==> config.mk <==
export PLATFORM = sky130hd
export DESIGN_NAME = coin_dispenser
export DESIGN_NICKNAME = d
export VERILOG_FILES = /design/src/rtl/coin_dispenser.sv
export SDC_FILE = /design/constraint.sdc
export NUM_CORES = 1
export LEC_CHECK = 0
export CELL_PAD_IN_SITES_DETAIL_PLACEMENT = 0
export CELL_PAD_IN_SITES_GLOBAL_PLACEMENT = 1
export CORE_UTILIZATION = 42
export DETAILED_ROUTE_END_ITERATION = 12
export DONT_BUFFER_PORTS = 1
export PLACE_DENSITY = 0.76
export SYNTH_ARGS = -nofsm -noshare
export SYNTH_HDL_FRONTEND = slang
export SYNTH_SLANG_ARGS = --single-unit
==> constraint.sdc <==
create_clock -name Clock -period 1.8 [get_ports Clock]
set_input_delay 0.27 -clock Clock [delete_from_list [all_inputs] [get_ports Clock]]
set_output_delay 0.27 -clock Clock [all_outputs]
set_load 0.005 [all_outputs]
==> src/rtl/coin_dispenser.sv <==
`default_nettype none
// ============================================================================
// Module      : coin_dispenser
// Description : Refund coin dispenser FSM. Ejects quarters, then dimes, then
//               nickels. Each eject is a PULSE_LEN strobe followed by a
//               GAP_LEN gap. The optional Abort port and its logic exist only
//               when COIN_DISPENSER_ABORT_EN is defined.
// Revision    : 1.0 - initial release
// ============================================================================
module coin_dispenser #(
  parameter int PULSE_LEN = 4,
  parameter int GAP_LEN   = 2
) (
  input  logic       Clock,
  input  logic       Reset,
  input  logic       Start,
  input  logic [3:0] Qnum,
  input  logic [3:0] Dnum,
  input  logic [3:0] Nnum,
  input  logic       HopperReady,
`ifdef COIN_DISPENSER_ABORT_EN
  input  logic       Abort,
`endif
  output logic       EjectQ,
  output logic       EjectD,
  output logic       EjectN,
  output logic [3:0] QLeft,
  output logic [3:0] DLeft,
  output logic [3:0] NLeft,
  output logic       Busy,
  output logic       Done
);

  typedef enum logic [2:0] {
    IDLE   = 3'd0,
    SELECT = 3'd1,
    EJECT  = 3'd2,
    GAP    = 3'd3,
    DONE   = 3'd4
  } state_t;

  localparam logic [1:0] COIN_Q     = 2'd0;
  localparam logic [1:0] COIN_D     = 2'd1;
  localparam logic [1:0] COIN_N     = 2'd2;
  localparam logic [3:0] PULSE_LAST = 4'(PULSE_LEN - 1);
  localparam logic [3:0] GAP_LAST   = 4'(GAP_LEN - 1);

  state_t     state, state_n;
  logic [3:0] timer, timer_n;
  logic [1:0] sel, sel_n;
  logic [3:0] q_n, d_n, n_n;
  logic       abort_now;
  logic       abort_end;
`ifdef COIN_DISPENSER_ABORT_EN
  logic       abort_pend, abort_pend_n;
  assign abort_now = Abort;
`else
  assign abort_now = 1'b0;
`endif

  always_comb begin
    state_n   = state;
    timer_n   = timer;
    sel_n     = sel;
    q_n       = QLeft;
    d_n       = DLeft;
    n_n       = NLeft;
    abort_end = 1'b0;
`ifdef COIN_DISPENSER_ABORT_EN
    abort_pend_n = abort_pend;
`endif
    case (state)
      IDLE: begin
`ifdef COIN_DISPENSER_ABORT_EN
        abort_pend_n = 1'b0;
`endif
        if (Start) begin
          q_n     = Qnum;
          d_n     = Dnum;
          n_n     = Nnum;
          state_n = SELECT;
        end
      end
      SELECT: begin
        if (abort_now) begin
          state_n = DONE;
        end else if (QLeft == 4'd0 && DLeft == 4'd0 && NLeft == 4'd0) begin
          state_n = DONE;
        end else if (HopperReady) begin
          state_n = EJECT;
          timer_n = PULSE_LAST;
          if (QLeft != 4'd0)      sel_n = COIN_Q;
          else if (DLeft != 4'd0) sel_n = COIN_D;
          else                    sel_n = COIN_N;
        end
      end
      EJECT: begin
`ifdef COIN_DISPENSER_ABORT_EN
        abort_pend_n = abort_pend | Abort;
        abort_end    = abort_pend_n;
`endif
        if (timer == 4'd0) begin
          case (sel)
            COIN_Q:  if (QLeft != 4'd0) q_n = QLeft - 4'd1;
            COIN_D:  if (DLeft != 4'd0) d_n = DLeft - 4'd1;
            default: if (NLeft != 4'd0) n_n = NLeft - 4'd1;
          endcase
          if (abort_end) begin
            state_n = DONE;
          end else begin
            state_n = GAP;
            timer_n = GAP_LAST;
          end
        end else begin
          timer_n = timer - 4'd1;
        end
      end
      GAP: begin
        if (abort_now)           state_n = DONE;
        else if (timer == 4'd0)  state_n = SELECT;
        else                     timer_n = timer - 4'd1;
      end
      DONE:    state_n = IDLE;
      default: state_n = IDLE;
    endcase
  end

  // Outputs are registered from the next-state values so they align with state.
  always_ff @(posedge Clock) begin
    if (Reset) begin
      state  <= IDLE;
      timer  <= 4'd0;
      sel    <= COIN_Q;
      QLeft  <= 4'd0;
      DLeft  <= 4'd0;
      NLeft  <= 4'd0;
      EjectQ <= 1'b0;
      EjectD <= 1'b0;
      EjectN <= 1'b0;
      Busy   <= 1'b0;
      Done   <= 1'b0;
`ifdef COIN_DISPENSER_ABORT_EN
      abort_pend <= 1'b0;
`endif
    end else begin
      state  <= state_n;
      timer  <= timer_n;
      sel    <= sel_n;
      QLeft  <= q_n;
      DLeft  <= d_n;
      NLeft  <= n_n;
      EjectQ <= (state_n == EJECT) && (sel_n == COIN_Q);
      EjectD <= (state_n == EJECT) && (sel_n == COIN_D);
      EjectN <= (state_n == EJECT) && (sel_n == COIN_N);
      Busy   <= (state_n == SELECT) || (state_n == EJECT) || (state_n == GAP);
      Done   <= (state_n == DONE);
`ifdef COIN_DISPENSER_ABORT_EN
      abort_pend <= abort_pend_n;
`endif
    end
  end

endmodule
`default_nettype wire

---- After elaboration in Yosys (flattened, before gate mapping) ----
Cells that the tools add are included.
operators by class
  add/subtract/negate cells ............... 4
  equality and inequality tests ........... 21
  multiplexer cells ....................... 31
  reduce and logical (&&, ||, !) cells .... 24
operators by type and width
  cell                   number
  $mux W4                16
  $pmux W4 S2            3
  $ne A2 B2 Y1 const B   9
  $logic_not A4 Y1       4
  $sub A4 B1 Y4 const B  4
  $mux W3                5
  $reduce_and A5 Y1      3
  $eq A3 B2 Y1 const B   4
  $pmux W3 S4            1
  $pmux W4 S3            1
  $reduce_bool A4 Y1     3
  $mux W2                5
  $eq A3 B1 Y1 const B   2
  $logic_and A1 B1 Y1    5
  $eq A2 B1 Y1 const B   2
  $logic_not A2 Y1       2
  $ne A2 B1 Y1 const B   2
  $reduce_and A4 Y1      1
  $eq A3 B3 Y1 const B   1
  $logic_not A3 Y1       1
  $reduce_bool A3 Y1     1
  $eq A2 B2 Y1 const B   1
  $logic_or A1 B1 Y1     2
  $reduce_bool A2 Y1     1
  $reduce_or A2 Y1       1
word-level totals
  bits in registers ....................... 26
  bits of input ports ..................... 16
  output and inout bits ................... 17
  word-level logic and storage cells ...... 91

---- Depth between registers and ports, before layout ----
  depth after elaboration ................. 8
  gate-level depth with buffers ........... 7
  depth with buffers taken out ............ 6

---- Least setup slack after synthesis ----
Ideal clock, no wire load.
  kind .................................... register to register
  from .................................... register DLeft[0]
  to ...................................... register timer[2]
  setup time .............................. 0.131 ns
  arrival time ............................ 1.644 ns
  required time ........................... 1.669 ns
  setup slack ............................. 0.025 ns
  cell stages (with the launch flop) ...... 8
  path buffers ............................ 1
  clock period less this slack ............ 1.775 ns
  cell sequence ........................... dfxtp_1 > inv_1 > ha_1 > or3b_1 > buf_6 > o31a_1 > o21ai_2 > o32ai_1
between the ends
  word-level cells in the longest chain between the ends .. 5
ends and longest elaborated chain
  what                              RTL line  source
  start: declaration                28        output logic [3:0] DLeft,
  start signal: assignment          150       DLeft <= d_n;
  $logic_not A4 Y1                  87        end else if (QLeft == 4'd0 && DLeft == 4'd0 && NLeft == 4'd0) begin
  $logic_and A1 B1 Y1 (2 in a row)  87
  $ne A2 B2 Y1 (no line)            n/a
  $reduce_and A4 Y1 (no line)       n/a
  end signal: assignment            147       timer <= timer_n;
  end: declaration                  49        logic [3:0] timer, timer_n;
Every way passes these cells.
A chain may end at the register's enable or synchronous reset.

---- Final worst setup path ----
Ends and elaborated chain as after synthesis.

==> results by group <==
Status
  • Outcome: complete, but fails checks
  • Violated checks: setup timing

Timing
  • Fin worst setup slack: -0.04805 ns
  • Clock Skew: about 0.0057 ns
  • Actual slew at the worst max-slew pin: 0.4346 ns
  • Fin crit period: 1.848 ns
  • Final hold slack: 0.04407 ns
  • Final period util: 102.7%
  • Worst slew margin: between 70% and 80%
  • Number of setup violations in the final report: 7
  • Fmax: 541.1 MHz
  • RSZ-0062 raised after global routing: true
  • Max Slew Vio Count: 0
  • Setup TNS: -0.2736 ns
  • Hold Vio Cnt, Final: 0

Floorplan
  • Die Width: ~64 microns
  • Num ports: 33
  • Core Area: 3689 sq um
  • Area of the die: roughly 4100 sq um
  • Num rows: 22
  • Die height: between 60 and 70 microns
  • Initial Util: 44.37%

Global route
  • Gr ovfl total: 0
  • Initial antenna violation count: 0
  • Largest net degree at the start of global routing: 24
  • Total global-route track usage: a little over a fifth
  • Via count of the first global-routing pass: 1534
  • First-pass GRT wire length: 6920 microns

Detailed routing
  • Via/cell ratio: 5.798
  • Residual DRC count: 0
  • Number of DRC markers in iteration 0: 53
  • Routed WL: 4323 microns
  • Detail Route Antenna Nets: 0
  • Vias post-DR: 1519
  • Drt pass-1 iters: 4
  • Avg WL per Cell: 16.50 microns

Critical path
  • Crit Path Class: flop to flop
  • Worst Reg2Reg Path Length in Cells: 7
  • Crit end category: flop
  • Crit-path max FO: 8
  • CP required: 1.97 ns
  • FF-to-FF End: timer[2]$_SDFFE_PP0P_
  • Worst path arrival time: between 2 and 2.5 ns
  • Crit path from: DLeft[0]$_SDFFE_PP0P_
  • Flop2flop setup slack: -0.05 ns
  • Crit start category: flop
  • Worst setup path endpoint: timer[2]$_SDFFE_PP0P_
  • Reg-to-reg startpoint: DLeft[0]$_SDFFE_PP0P_

Place
  • Dpl ws: -0.05807 ns
  • Port Buffer Count: 0
  • GP Congestion: 0.8224
  • Post-DP HPWL: 3026 microns
  • Placed Instance Area: roughly 1800 sq um

Synthesis
  • Simple-gate share of the synthesized area: 25.23%
  • Post-Syn Instances: 186
  • Post-synthesis adder-cell area fraction: under 10%
  • Compound-gate portion of the synthesized area: 26.76%
  • Syn nets: 210
  • Async SR Flop Fraction: 0%
  • Synth cell types: 54
  • Yosys warns: 0
  • Post-synth EDFFs: 0
  • Sequential fraction of the synthesis area: a little under a third
  • XOR/XNOR Fraction of Synth Area: 0.5352%
  • Largest family of logic cells by synthesized area: compound AO/OA/AOI/OAI gates
  • Main flop type after synthesis: dfxtp_1
  • Synth Cell Area: 1637 sq um
  • Seq cells post-synth: 26
  • Synth Area per Inst: between 8 and 9 sq um
  • Post-synthesis mux area share: 1.988%

Final layout
  • Filler cell count in the final layout: 323
  • Commonest non-fill, non-tap cell in the layout: buf_4
  • Most frequent cells in the layout: buf_4, dfxtp_1, nor2_1, a21oi_1, o21ai_0
  • Design Area, Final: 2068 sq um
  • NumNets Final: 239
  • Share of layout cells above drive strength 1: 36.45%
  • Final core utilization: 56.07%
  • P&R area growth vs syn: 26.38%
  • # diodes: 0

Clock network
  • CTS tree: yes
  • Root buf cell: clkbuf_8
  • H-tree Lvls: 1
  • Hold Buf Count CTS: 0
  • CTS sink cnt: 26
  • Reg clk slew, reported paths: 0.10 ns
  • Later-pin clock latency in the skew report: 0.28 ns
  • Number of CTS-inserted buffers: 3
  • CTS max path bufs: 2

Hold path
  • Worst hold path stage count: 1
  • Hold Crit Class: primary input to flop

Run
  • Max-capacitance violation count: 0

Power
  • Leakage: 0.0007845 uW
  • VDD IR max: 0.4167 mV
  • PD cells: 1015 nW/um^2
-- state kept, by name (all words and copies together) (netlist names), 2 cells and up --
signal / count
QLeft: 4
NLeft: 4
timer: 4
DLeft: 4
sel: 2
state: 3
-- synth_stat cells, drive strengths merged (4+ instances only) --
master | number | share of area (%)
nor4 | 4 | 1.5
buf | 9 | 4.4
inv | 12 | 2.8
nor2 | 17 | 3.9
nor3 | 7 | 2.8
nand3 | 7 | 2.1
a31oi | 4 | 1.9
ha | 8 | 6.1
dfxtp | 26 | 32
o21ai | 14 | 4.7
or3b | 4 | 2.1
nand2 | 7 | 1.6
a21oi | 14 | 4.3
nor3b | 7 | 4.2
-- logic make-up (layout without fill, tap and decap cells) --
| kind of cell | Yosys count | count (layout) |
|---|---|---|
| and+or+nand+nor | 65 | 65 |
| AOI/OAI and AO/OA | 60 | 60 |
| DFF | 26 | 26 |
| buffers and inverters | 23 | 51 |
| adders and majority gates | 8 | 8 |
| muxes | 3 | 3 |
| xor gates and xnor gates | 1 | 1 |
-- worst min-delay path by stage --
stage	from	end	slack, ns
after CTS	Reset	DLeft[0]$_SDFFE_PP0P_	0.04
after detailed placement	Reset	DLeft[0]$_SDFFE_PP0P_	0.35
after global routing	Reset	DLeft[0]$_SDFFE_PP0P_	0.03
after floorplan	Reset	QLeft[3]$_SDFFE_PP0P_	0.37
after global placement	Reset	DLeft[2]$_SDFFE_PP0P_	0.34
final	Reset	QLeft[2]$_SDFFE_PP0P_	0.04
-- report_power, final --
part           switching (uW)  total, uW  internal (uW)
sequential               54.6        696            642
combinational             471        899            427
clock                     205        503            298
-- per-stage QoR --
stage                     total power [uW]  std cells
final                                 2099        262
after global routing                  2218        262
after CTS                             1999        260
after detailed placement              1459        253
after global placement                1437        253
after floorplan                       1232        186
-- per-layer routing --
layer | wire length, microns | global-route usage, % | share of wire, %
met5 | 0 | 0 | 0
met4 | 40 | 8.056 | 0.93
met3 | 153 | 2.289 | 3.5
met2 | 2342 | 39.08 | 54
met1 | 1787 | 24.76 | 41
-- worst max-delay path, stage by stage, from the launching register on --
cell     delay (ns)
dfxtp_2        0.34
inv_2          0.05
ha_1           0.13
or3b_1         0.35
buf_6          0.15
o31a_1         0.38
o21ai_2        0.22
o32ai_2        0.10
-- final cells by class --
type / count / area (sq um) / area share (%)
multi-input cells: 137 / 1089 / 52.63
flip-flops and latches: 26 / 529.3 / 25.59
repair buffers: 35 / 274.0 / 13.25
well taps: 48 / 60.06 / 2.904
inverters: 12 / 45.04 / 2.178
clock buffers: 3 / 41.29 / 1.996
clock inverters: 1 / 30.03 / 1.452
-- what timing repair did --
| action | 4_1_cts | 5_1_grt |
|---|---|---|
| setup endpoints to repair | 9 | 19 |
| buffers inserted | 3 | 2 |
| pin swaps | 6 | 8 |
| gates resized for setup | 11 | 24 |
| cloned | 0 | 0 |
No activity file was read; power rests on OpenSTA's default activity.
